===== src/rtl/shift_sequencer.sv =====
// Multi-cycle left-shift controller: shifts an operand one bit per clock and
// returns result, last carry-out and sticky overflow over a valid/ready pair.
module shift_sequencer #(
  parameter int WIDTH = 12,
  parameter int AMT_W = 4
) (
  input  logic             clk,
  input  logic             rst_n,
  input  logic             in_valid,
  output logic             in_ready,
  input  logic [WIDTH-1:0] operand,
  input  logic [AMT_W-1:0] amount,
  input  logic             abort,
  output logic             out_valid,
  input  logic             out_ready,
  output logic [WIDTH-1:0] result,
  output logic             carry_out,
  output logic             overflow,
  output logic             busy,
  output logic [1:0]       dbg_state_o
);

  // Handshake: a request transfers on a rising edge where in_valid && in_ready
  // (and no abort); a result transfers on an edge where out_valid && out_ready.
  // Valid-side payload is held stable until the transfer completes.

  typedef enum logic [1:0] {
    IDLE  = 2'd0,
    SHIFT = 2'd1,
    DONE  = 2'd2
  } state_t;

  state_t           state_q;
  logic [WIDTH-1:0] acc_q;
  logic [AMT_W-1:0] count_q;
  logic             carry_q;
  logic             ovf_q;

  // 1-bit left shifter: WIDTH in, WIDTH+1 out (MSB is the shifted-out bit)
  logic [WIDTH:0]   shl_d;
  assign shl_d = {acc_q, 1'b0};

  always_ff @(posedge clk or negedge rst_n) begin
    if (!rst_n) begin
      state_q <= IDLE;
      acc_q   <= '0;
      count_q <= '0;
      carry_q <= 1'b0;
      ovf_q   <= 1'b0;
    end else if (abort) begin
      state_q <= IDLE;
      acc_q   <= '0;
      count_q <= '0;
      carry_q <= 1'b0;
      ovf_q   <= 1'b0;
    end else begin
      case (state_q)
        IDLE: begin
          if (in_valid) begin
            acc_q   <= operand;
            count_q <= amount;
            carry_q <= 1'b0;
            ovf_q   <= 1'b0;
            state_q <= (amount == '0) ? DONE : SHIFT;
          end
        end
        SHIFT: begin
          acc_q   <= shl_d[WIDTH-1:0];
          carry_q <= shl_d[WIDTH];
          ovf_q   <= ovf_q | shl_d[WIDTH];
          count_q <= count_q - AMT_W'(1);
          if (count_q == AMT_W'(1)) state_q <= DONE;
        end
        DONE: begin
          if (out_ready) state_q <= IDLE;
        end
        default: state_q <= IDLE;
      endcase
    end
  end

  assign in_ready    = (state_q == IDLE);
  assign out_valid   = (state_q == DONE);
  assign busy        = (state_q == SHIFT) || (state_q == DONE);
  assign result      = acc_q;
  assign carry_out   = carry_q;
  assign overflow    = ovf_q;
  assign dbg_state_o = state_q;

endmodule


===== config.mk =====
export PLATFORM = sky130hd
export DESIGN_NAME = shift_sequencer
export DESIGN_NICKNAME = d
export VERILOG_FILES = /design/src/rtl/shift_sequencer.sv
export SDC_FILE = /design/constraint.sdc
export NUM_CORES = 1
export LEC_CHECK = 0
export ABC_AREA = 0
export BUFFER_PORTS_ARGS = -buffer_cell sky130_fd_sc_hd__buf_2
export CAP_MARGIN = 20
export CELL_PAD_IN_SITES_DETAIL_PLACEMENT = 1
export CELL_PAD_IN_SITES_GLOBAL_PLACEMENT = 2
export CORE_MARGIN = 2
export CORE_UTILIZATION = 29
export DETAILED_ROUTE_END_ITERATION = 12
export PLACE_DENSITY = 0.76
export SYNTH_ARGS = -nofsm -noshare
export SYNTH_HDL_FRONTEND = slang
export SYNTH_SLANG_ARGS = --single-unit

===== constraint.sdc =====
create_clock -name clk -period 1.8 [get_ports clk]
set_input_delay 0 -clock clk [delete_from_list [all_inputs] [get_ports clk]]
set_output_delay 0 -clock clk [all_outputs]
set_load 0.02 [all_outputs]

==> impl_metrics.ini, run 1 <==
[status]
status = completed

[clocking]
cts_tree = done
cts_buffer_depth = 2
htree_levels = 1
numCtsBuffers = 3
clk_pin_slew_ns = 0.08
clk_latency_ns = 0.27
cts.sinks = 20
post_cts_buffers = 0
cts_root_buf = clkbuf_8

[drt]
avgViaCountPerCell = 4.88
first_pass_iters = 4
drt_iter0_drc = 59
routed_wl_um = 2960
route.detailed.drc = 0
num_vias = 1006
wl_per_cell_um = 14.4
ant_nets = 0

[layout]
final_cell_count_no_fill = 206
diodes = 0
syn_to_final_growth_pct = 29.2
n_fill_cell = 456
layout-drive-gt1-share = 0.335
multi_input_area_um2 = 591
design_area_um2 = 1500
nets = 185
regArea_um2 = 500

[grt]
top_usage_layer = met2
use_met2 = 0.236
antenna_found_initial = 0
grt_pass1_wl_um = 4900
use_met3 = 0.0200
grt.total_usage = 0.147
first_global_vias = 1034
grt_max_degree = 23
gr-total-overflow = 0
use_met1 = 0.195

[synthesis]
synth.distinct_cells = 26
syn-num-nets = 140
ys_seq_elements = 20
synth_top_area_cell = dfrtp_1
syn_avg_cell_area_um2 = 10.2
seq_area_frac_synth = 0.432
netlist_area_um2 = 1160
synth_top_area_frac = 0.432
yosys_warnings = 0
synth_area_leaders = dfrtp_1 43%, mux2i_1 11%, o31ai_1 7.1%, ha_1 5.4%, nand2_1 4.2%
syn_inst = 114

[placement]
portBuffers = 39
dp_hpwl_um = 2260
gp_congestion = 0.779
placed_cell_area_um2 = 1400
placedCellCount = 200

[setup_path]
worstPathArrival_ns = 1.88
cp-end-kind = register
crit_buf_inv = 3
cpPeakStageDelay_ns = 0.39
critical_path_required_ns = 1.99
cp_cell_sequence = inv_1, ha_1, buf_4, buf_4, mux2i_1, or3_1, o21ai_0
critPathMostFrequentCell = buf_4
critPathKind = reg2reg
startpoint_type = register
critPathTopFamily = buffers and inverters
crit_path_max_fanout = 10
critPathSlowestCell = dfrtp_1

[timing]
fmax_mhz = 592
finalSetupViolations = 0
tightest_slew_ns = 0.487
fin_crit_sh = 0.938
slew_violations = 0
finClkSkew_ns = 0.00675
rsz0062_at_grt = yes
holdWs_ns = 0.0535
hold_viol_final = 0
relSlewSlack = 0.675
fin_crit_ns = 1.69

[pwr]
p_clk_frac = 0.150
irDropWorstVdd_v = 0.000463
power.total_mw = 2.36
p_int_mw = 1.33
combPwrFrac = 0.539
power_leakage_nw = 0.723
seqPwrFrac = 0.311
power_density_nw_per_um2 = 1580
p_sw_frac = 0.435
p_switching_mw = 1.03

[die]
dieArea_um2 = 4520
start_util = 0.309
num_io_pins = 40
core_area_um2 = 3740
die_w_um = 67.2
num_rows = 22
die_h_um = 67.2

[flow_run]
cap_violations = 0

[worst_hold_path]
min_path_type = in2reg
[state kept, by name (all words and copies together) (netlist names)]
name	flops
carry_out	1
count_q	4
dbg_state_o	2
overflow	1
result	12
[final cells by class]
cell class	count	share of cell area
tap	48	0.0401
clock buffer	4	0.0368
multi-input combinational	81	0.395
timing repair buffer	47	0.179
inverter	6	0.0151
sequential	20	0.334
[logic make-up after synthesis]
| logic type | count (synthesis) | share of synthesized area |
|---|---|---|
| AO/OA/AOI/OAI | 27 | 0.160 |
| adder cells (fa/ha/maj) | 5 | 0.0540 |
| buffers and inverters | 13 | 0.0691 |
| flip-flops | 20 | 0.432 |
| multiplexers | 14 | 0.122 |
| AND/OR/NAND/NOR | 35 | 0.163 |
[through the flow]
stage           util  setup TNS, ns  setup slack [ns]
6_report       0.400              0             0.112
3_5_place_dp   0.375        -0.0253           -0.0113
3_3_place_gp   0.375              0            0.0708
2_1_floorplan      -              0            0.0458
4_1_cts        0.395              0            0.0177
5_1_grt        0.400        -0.0176           -0.0101
[routing by layer]
layer  share of wire  vias up
met2            0.49       19
met5               0        -
li1                -      491
met4           0.019        0
met3           0.029        5
met1            0.46      491
[worst register-to-register path, stage by stage (launching register included)]
cell,delay (ns)
dfrtp_1,0.39
inv_1,0.11
ha_1,0.20
buf_4,0.19
buf_4,0.24
mux2i_1,0.09
or3_1,0.31
o21ai_0,0.09
[cell usage after synthesis]
cell / count
dfrtp_1: 20
mux2i_1: 13
nand2_1: 13
o31ai_1: 11
a21oi_1: 7
inv_1: 6
o21ai_0: 6
ha_1: 5
nand2b_1: 5
nor2_1: 5
buf_6: 4
or3_1: 3
clkbuf_1: 2
or4_1: 2
a211o_1: 1
a211oi_4: 1
buf_2: 1
mux2_1: 1
nand3_1: 1
nand4_1: 1
nor2b_1: 1
nor2b_4: 1
nor3_1: 1
nor4bb_1: 1
o21ai_2: 1
or4b_1: 1
[power by group through the flow]
stage,sequential (mW),clock (mW),combinational (mW)
6_report,0.734,0.354,1.27
5_1_grt,0.760,0.380,1.40
4_1_cts,0.739,0.364,1.26
3_5_place_dp,0.746,0,1.25
3_3_place_gp,0.734,0,1.22
2_1_floorplan,0.873,0,0.767
[layout by cell type (no fill, tap or decap), drive strengths merged, types with 3 or more instances in the layout]
cell type | synthesis | routed
inv | 6 | 6
dfrtp | 20 | 20
nor2 | 5 | 5
ha | 5 | 5
clkbuf | 2 | 4
nand2 | 13 | 13
nand2b | 5 | 5
o21ai | 7 | 7
buf | 5 | 45
mux2i | 13 | 13
a21oi | 7 | 7
o31ai | 11 | 11
or3 | 3 | 3
[repair_timing]
action / CTS / global route
endpoints found under the hold margin: 21 / 0
pin swaps: 1 / 0
setup endpoints to repair: 8 / 12
hold buffers: 2 / 0
gates resized for setup: 0 / 3
[path summary, 6_finish.rpt]
kind	endpoint	start	cells after the start	slack, ns
setup / recovery	result[11]	dbg_state_o[1]	7	0.11
hold / removal	count_q[3]	amount[3]	3	0.05
setup reg to reg	result[11]	dbg_state_o[1]	7	0.11
hold reg to reg	carry_out	carry_out	2	0.50
max in group asynchronous	result[7]	rst_n	2	1.24
min in group asynchronous	count_q[0]	rst_n	2	0.23
(Power assumes the default switching activity.)
==> run 2, diff against run 1 <==
REMOVE_ABC_BUFFERS = 1   (was unset)
SETUP_SLACK_MARGIN = 0.2   (was unset)
==> impl_metrics.ini, run 2 (synthesized netlist as in run 1, its figures left out) <==
[grt]
antenna_found_initial = 0
grt_pass1_wl_um = 5060
first_global_vias = 1088
grt.total_usage = 0.148
gr-total-overflow = 0
grt_max_degree = 24

[layout]
final_common_cell = buf_2
layout_common_cells = 40 x buf_2, 20 x dfrtp_1, 13 x mux2i_1, 13 x nand2_1, 11 x o31ai_1
diodes = 0
design_area_um2 = 1560
nets = 189
n_fill_cell = 460
layout-drive-gt1-share = 0.385
syn_to_final_growth_pct = 34.8
largest_reg_flops = 12

[timing]
fmax_mhz = 621
slew_violations = 0
rsz0062_at_grt = yes
fin_setup_tns_ns = 0
fin_crit_sh = 0.894
finalSetupViolations = 0
relSlewSlack = 0.676
setup_ws_ns = 0.191
finClkSkew_ns = 0.00583
tightest_slew_ns = 0.487
fin_crit_ns = 1.61
hold_viol_final = 0

[clocking]
cts_buffer_depth = 2
clk_pin_slew_ns = 0.08
cts_root_buf = clkbuf_8
cts.sinks = 20
htree_levels = 1
cts_tree = done
numCtsBuffers = 3
clk_latency_ns = 0.25

[setup_path]
r2r_cells = 7
cp_cell_sequence = buf_6, ha_4, nor2b_4, a211oi_4, buf_6, or3_1, o21ai_0
critPathSlowestCell = dfrtp_1
cp-end-kind = register
critPathMostFrequentCell = buf_6
r2r_setup_slack_ns = 0.19
r2r_start = dbg_state_o[0]
critPathTopFamily = flip-flops
critical_path_required_ns = 1.94
crit_buf_inv = 2
cpPeakStageDelay_ns = 0.41
worstPathArrival_ns = 1.75
critPathKind = reg2reg
startpoint_type = register
crit_path_max_fanout = 7
reg2reg_to = result[11]

[placement]
placed_cell_area_um2 = 1410
dp_hpwl_um = 2170
portBuffers = 39
place_ws_ns = -0.00493
gp_congestion = 0.724

[die]
num_io_pins = 40
dieArea_um2 = 4520
die_w_um = 67.2
core_area_um2 = 3740
num_rows = 22
die_h_um = 67.2
start_util = 0.309

[flow_run]
cap_violations = 0

[drt]
route.detailed.drc = 0
drt_iter0_drc = 36
wl_per_cell_um = 14.4
first_pass_iters = 4
avgViaCountPerCell = 4.92
ant_nets = 0
num_vias = 1028
routed_wl_um = 3000

[worst_hold_path]
min_path_type = in2reg
min_from = operand[3]
hold_depth = 3
hold_end = result[3]

[pwr]
irDropWorstVdd_v = 0.000504
power_density_nw_per_um2 = 1580
power_leakage_nw = 0.744
power.total_mw = 2.46

[status]
status = completed
## run 2: where the power goes
part           switching [mW]  total, mW  internal [mW]  leakage (nW)
registers               0.124      0.734          0.610         0.263
clock network           0.145      0.294          0.149        0.0216
logic                   0.808       1.43          0.624         0.460
## run 2: through the flow
stage               hold WS [ns]  utilization  instances
floorplan                 -0.296            -        107
global placement         -0.0166        0.376        199
detailed placement      -0.00483        0.376        199
CTS                       0.0674        0.416        209
global route              0.0904        0.417        209
finish                    0.0661        0.417        209
## run 2: cell type report
cell class | count | area, um2 | share of cell area
repair buffers | 50 | 308 | 0.197
clock buffers | 3 | 41.3 | 0.0264
well taps | 48 | 60.1 | 0.0385
inverters | 6 | 22.5 | 0.0144
flip-flops and latches | 20 | 500 | 0.321
multi-input cells | 82 | 629 | 0.403
## run 2: timing repair
action | CTS | global route
endpoints found under the hold margin | 21 | 0
resized for setup | 11 | 2
hold buffers | 2 | 0
cloned | 2 | 0
buffers inserted | 3 | 0
endpoints found under the setup margin | 19 | 17
pin swaps | 2 | 0
## run 2: routing by layer
layer / GRT usage / routed length [um]
met5: 0 / 0
met4: 0.0485 / 44
met3: 0.0233 / 149
met2: 0.264 / 1480
met1: 0.180 / 1340
## run 2: worst register-to-register path: cells and delay by family, from the launching register on
kind / cells / cell delay [ns]
AND/OR/NAND/NOR: 2 / 0.24
adder cells (fa/ha/maj): 1 / 0.16
flip-flops: 1 / 0.41
AO/OA/AOI/OAI: 2 / 0.37
buffers and inverters: 2 / 0.32
## run 2: worst max path at each step
stage	from	end	slack (ns)	cells after the start
3_5_place_dp	dbg_state_o[0]	result[11]	-0.005	7
6_report	dbg_state_o[0]	result[11]	0.19	7
4_1_cts	dbg_state_o[0]	result[11]	0.20	7
3_3_place_gp	dbg_state_o[0]	result[11]	0.09	7
2_1_floorplan	dbg_state_o[1]	count_q[2]	-0.55	6
5_1_grt	dbg_state_o[0]	result[11]	0.08	7
==> run 3, diff against run 2 <==
ABC_AREA = 1   (was 0)
CORE_UTILIZATION = 27   (was 29)
PLACE_DENSITY = 0.78   (was 0.76)
==> impl_metrics.ini, run 3 <==
[drt]
wl_per_cell_um = 13.6
drt_iter0_drc = 18
avgViaCountPerCell = 4.58
first_pass_iters = 4
num_vias = 1167
routed_wl_um = 3470
route.detailed.drc = 0
ant_nets = 0

[grt]
antenna_found_initial = 0
gr-total-overflow = 0
grt.total_usage = 0.145
first_global_vias = 1267
grt_max_degree = 26
grt_pass1_wl_um = 5820

[setup_path]
critical_path_required_ns = 1.95
critPathKind = reg2reg
r2r_cells = 7
startpoint_type = register
cpPeakStageDelay_ns = 0.42
cp-startpoint = dbg_state_o[1]
critPathSlowestCell = dfrtp_1
worstPathArrival_ns = 1.65
r2r_start = dbg_state_o[1]
crit_path_max_fanout = 25
cp-end-kind = register
r2r_setup_slack_ns = 0.30
reg2reg_to = result[2]
cp_cell_sequence = inv_1, ha_2, nand3_2, nand2_8, clkinv_8, nand2_1, o21ai_1

[synthesis]
synth_ff_type = dfrtp_1
synthMostInstantiatedCell = nand2_1
syn_avg_cell_area_um2 = 7.48
synth.distinct_cells = 21
synthArstFlopShare = 1.00
ys_seq_elements = 20
syn_inst = 159
netlist_area_um2 = 1190
synth_top_area_cell = dfrtp_1
synth_edf_count = 0
synth_top_area_frac = 0.421
yosys_warnings = 0
synthTopCellsByCount = 56 x nand2_1, 21 x inv_1, 20 x dfrtp_1
synth_area_leaders = dfrtp_1 42%, nand2_1 18%, inv_1 6.6%, o21ai_1 5.5%, ha_1 5.3%
seq_area_frac_synth = 0.421

[timing]
tightest_slew_ns = 0.506
setup_ws_ns = 0.298
hold_viol_final = 0
fin_setup_tns_ns = 0
fin_crit_ns = 1.50
holdWs_ns = 0.0511
finalSetupViolations = 0
finClkSkew_ns = 0.00326
slew_violations = 0
relSlewSlack = 0.663
fin_crit_sh = 0.835
fmax_mhz = 666
rsz0062_at_grt = yes

[die]
num_rows = 24
die_w_um = 70.4
dieArea_um2 = 4950
start_util = 0.277
die_h_um = 70.4
core_area_um2 = 4290
num_io_pins = 40

[flow_run]
cap_violations = 0

[clocking]
htree_levels = 1
clk_pin_slew_ns = 0.08
cts_root_buf = clkbuf_8
cts_tree = done
cts.sinks = 20
clk_latency_ns = 0.26
cts_buffer_depth = 2
numCtsBuffers = 3

[layout]
fin_util = 0.365
diodes = 0
nets = 230
syn_to_final_growth_pct = 31.8
layout_common_cells = 56 x nand2_1, 39 x buf_2, 21 x inv_1
largest_reg_flops = 12
final_common_cell = nand2_1
layout-drive-gt1-share = 0.286

[pwr]
seqPwrFrac = 0.293
p_sw_frac = 0.461
p_clk_frac = 0.176
combPwrFrac = 0.531
p_switching_mw = 1.19
power_density_nw_per_um2 = 1650
irDropWorstVdd_v = 0.000480
power_leakage_nw = 0.846
p_int_mw = 1.39

[placement]
dp_hpwl_um = 2450
gp_congestion = 0.843
portBuffers = 39
place_ws_ns = 0.105

[worst_hold_path]
hold_end = result[11]
min_from = operand[11]
hold_depth = 5
min_path_type = in2reg

[status]
status = completed
-- run 3: cell count changes after synthesis, moves of 5 or more --
cell / previous run / this run
nand2_1: 13 / 56
inv_1: 6 / 21
mux2i_1: 13 / 0
o21ai_1: 0 / 13
o31ai_1: 11 / 0
a21oi_1: 7 / 2
nand2b_1: 5 / 0
nand3_1: 1 / 6
o21ai_0: 6 / 11
-- run 3: routing by layer --
| metal | vias to the layer above | GRT usage | part of all wire |
|---|---|---|---|
| li1 | 584 | - | - |
| met1 | 539 | 0.176 | 0.45 |
| met2 | 39 | 0.256 | 0.48 |
| met3 | 5 | 0.0303 | 0.056 |
| met4 | 0 | 0.0449 | 0.012 |
| met5 | - | 0 | 0 |
-- run 3: cell type report --
type | count | area, um2
fillers | 541 | 2730
multi-input cells | 112 | 587
flip-flops and latches | 20 | 500
repair buffers | 45 | 249
inverters | 22 | 95.1
well taps | 52 | 65.1
clock buffers | 3 | 41.3
clock inverters | 1 | 30.0
-- run 3: worst max-delay path by stage --
stage	to	slack, ns	cells after the start
final	result[2]	0.30	7
after CTS	result[2]	0.24	8
after floorplan	count_q[2]	0.14	8
after global routing	dbg_state_o[1]	0.17	9
after global placement	dbg_state_o[1]	0.20	9
after detailed placement	dbg_state_o[1]	0.10	9
-- run 3: power groups by stage --
stage | clock, mW | combinational, mW | sequential (mW)
floorplan | 0 | 0.708 | 0.909
CTS | 0.472 | 1.29 | 0.752
finish | 0.455 | 1.37 | 0.756
detailed placement | 0 | 1.26 | 0.757
global route | 0.493 | 1.53 | 0.785
global placement | 0 | 1.23 | 0.753
-- run 3: per-stage QoR --
step / cell area [um2] / total power [mW] / instances
floorplan: 1150 / 1.62 / 154
global placement: 1410 / 1.99 / 246
detailed placement: 1410 / 2.02 / 246
CTS: 1510 / 2.51 / 252
global route: 1570 / 2.81 / 255
finish: 1570 / 2.58 / 255
-- run 3: timing repair --
item	in CTS	in global routing
setup buffers	0	3
endpoints found under the setup margin	12	16
resized for setup	2	6
hold buffers	2	0
hold endpoints to repair	21	0
-- run 3: kinds of logic after synthesis --
group	after synthesis	synth area share
AO/OA/AOI/OAI	30	0.138
flip-flops	20	0.421
buffers and inverters	27	0.110
adder cells (fa/ha/maj)	5	0.0526
AND/OR/NAND/NOR	77	0.279
-- run 3: critical path, delay by kind of cell, from the launching register on --
family | cells | cell delay, ns
compound gates | 1 | 0.07
simple gates | 3 | 0.40
flops | 1 | 0.42
fa+ha+maj | 1 | 0.25
buf+inv | 2 | 0.25
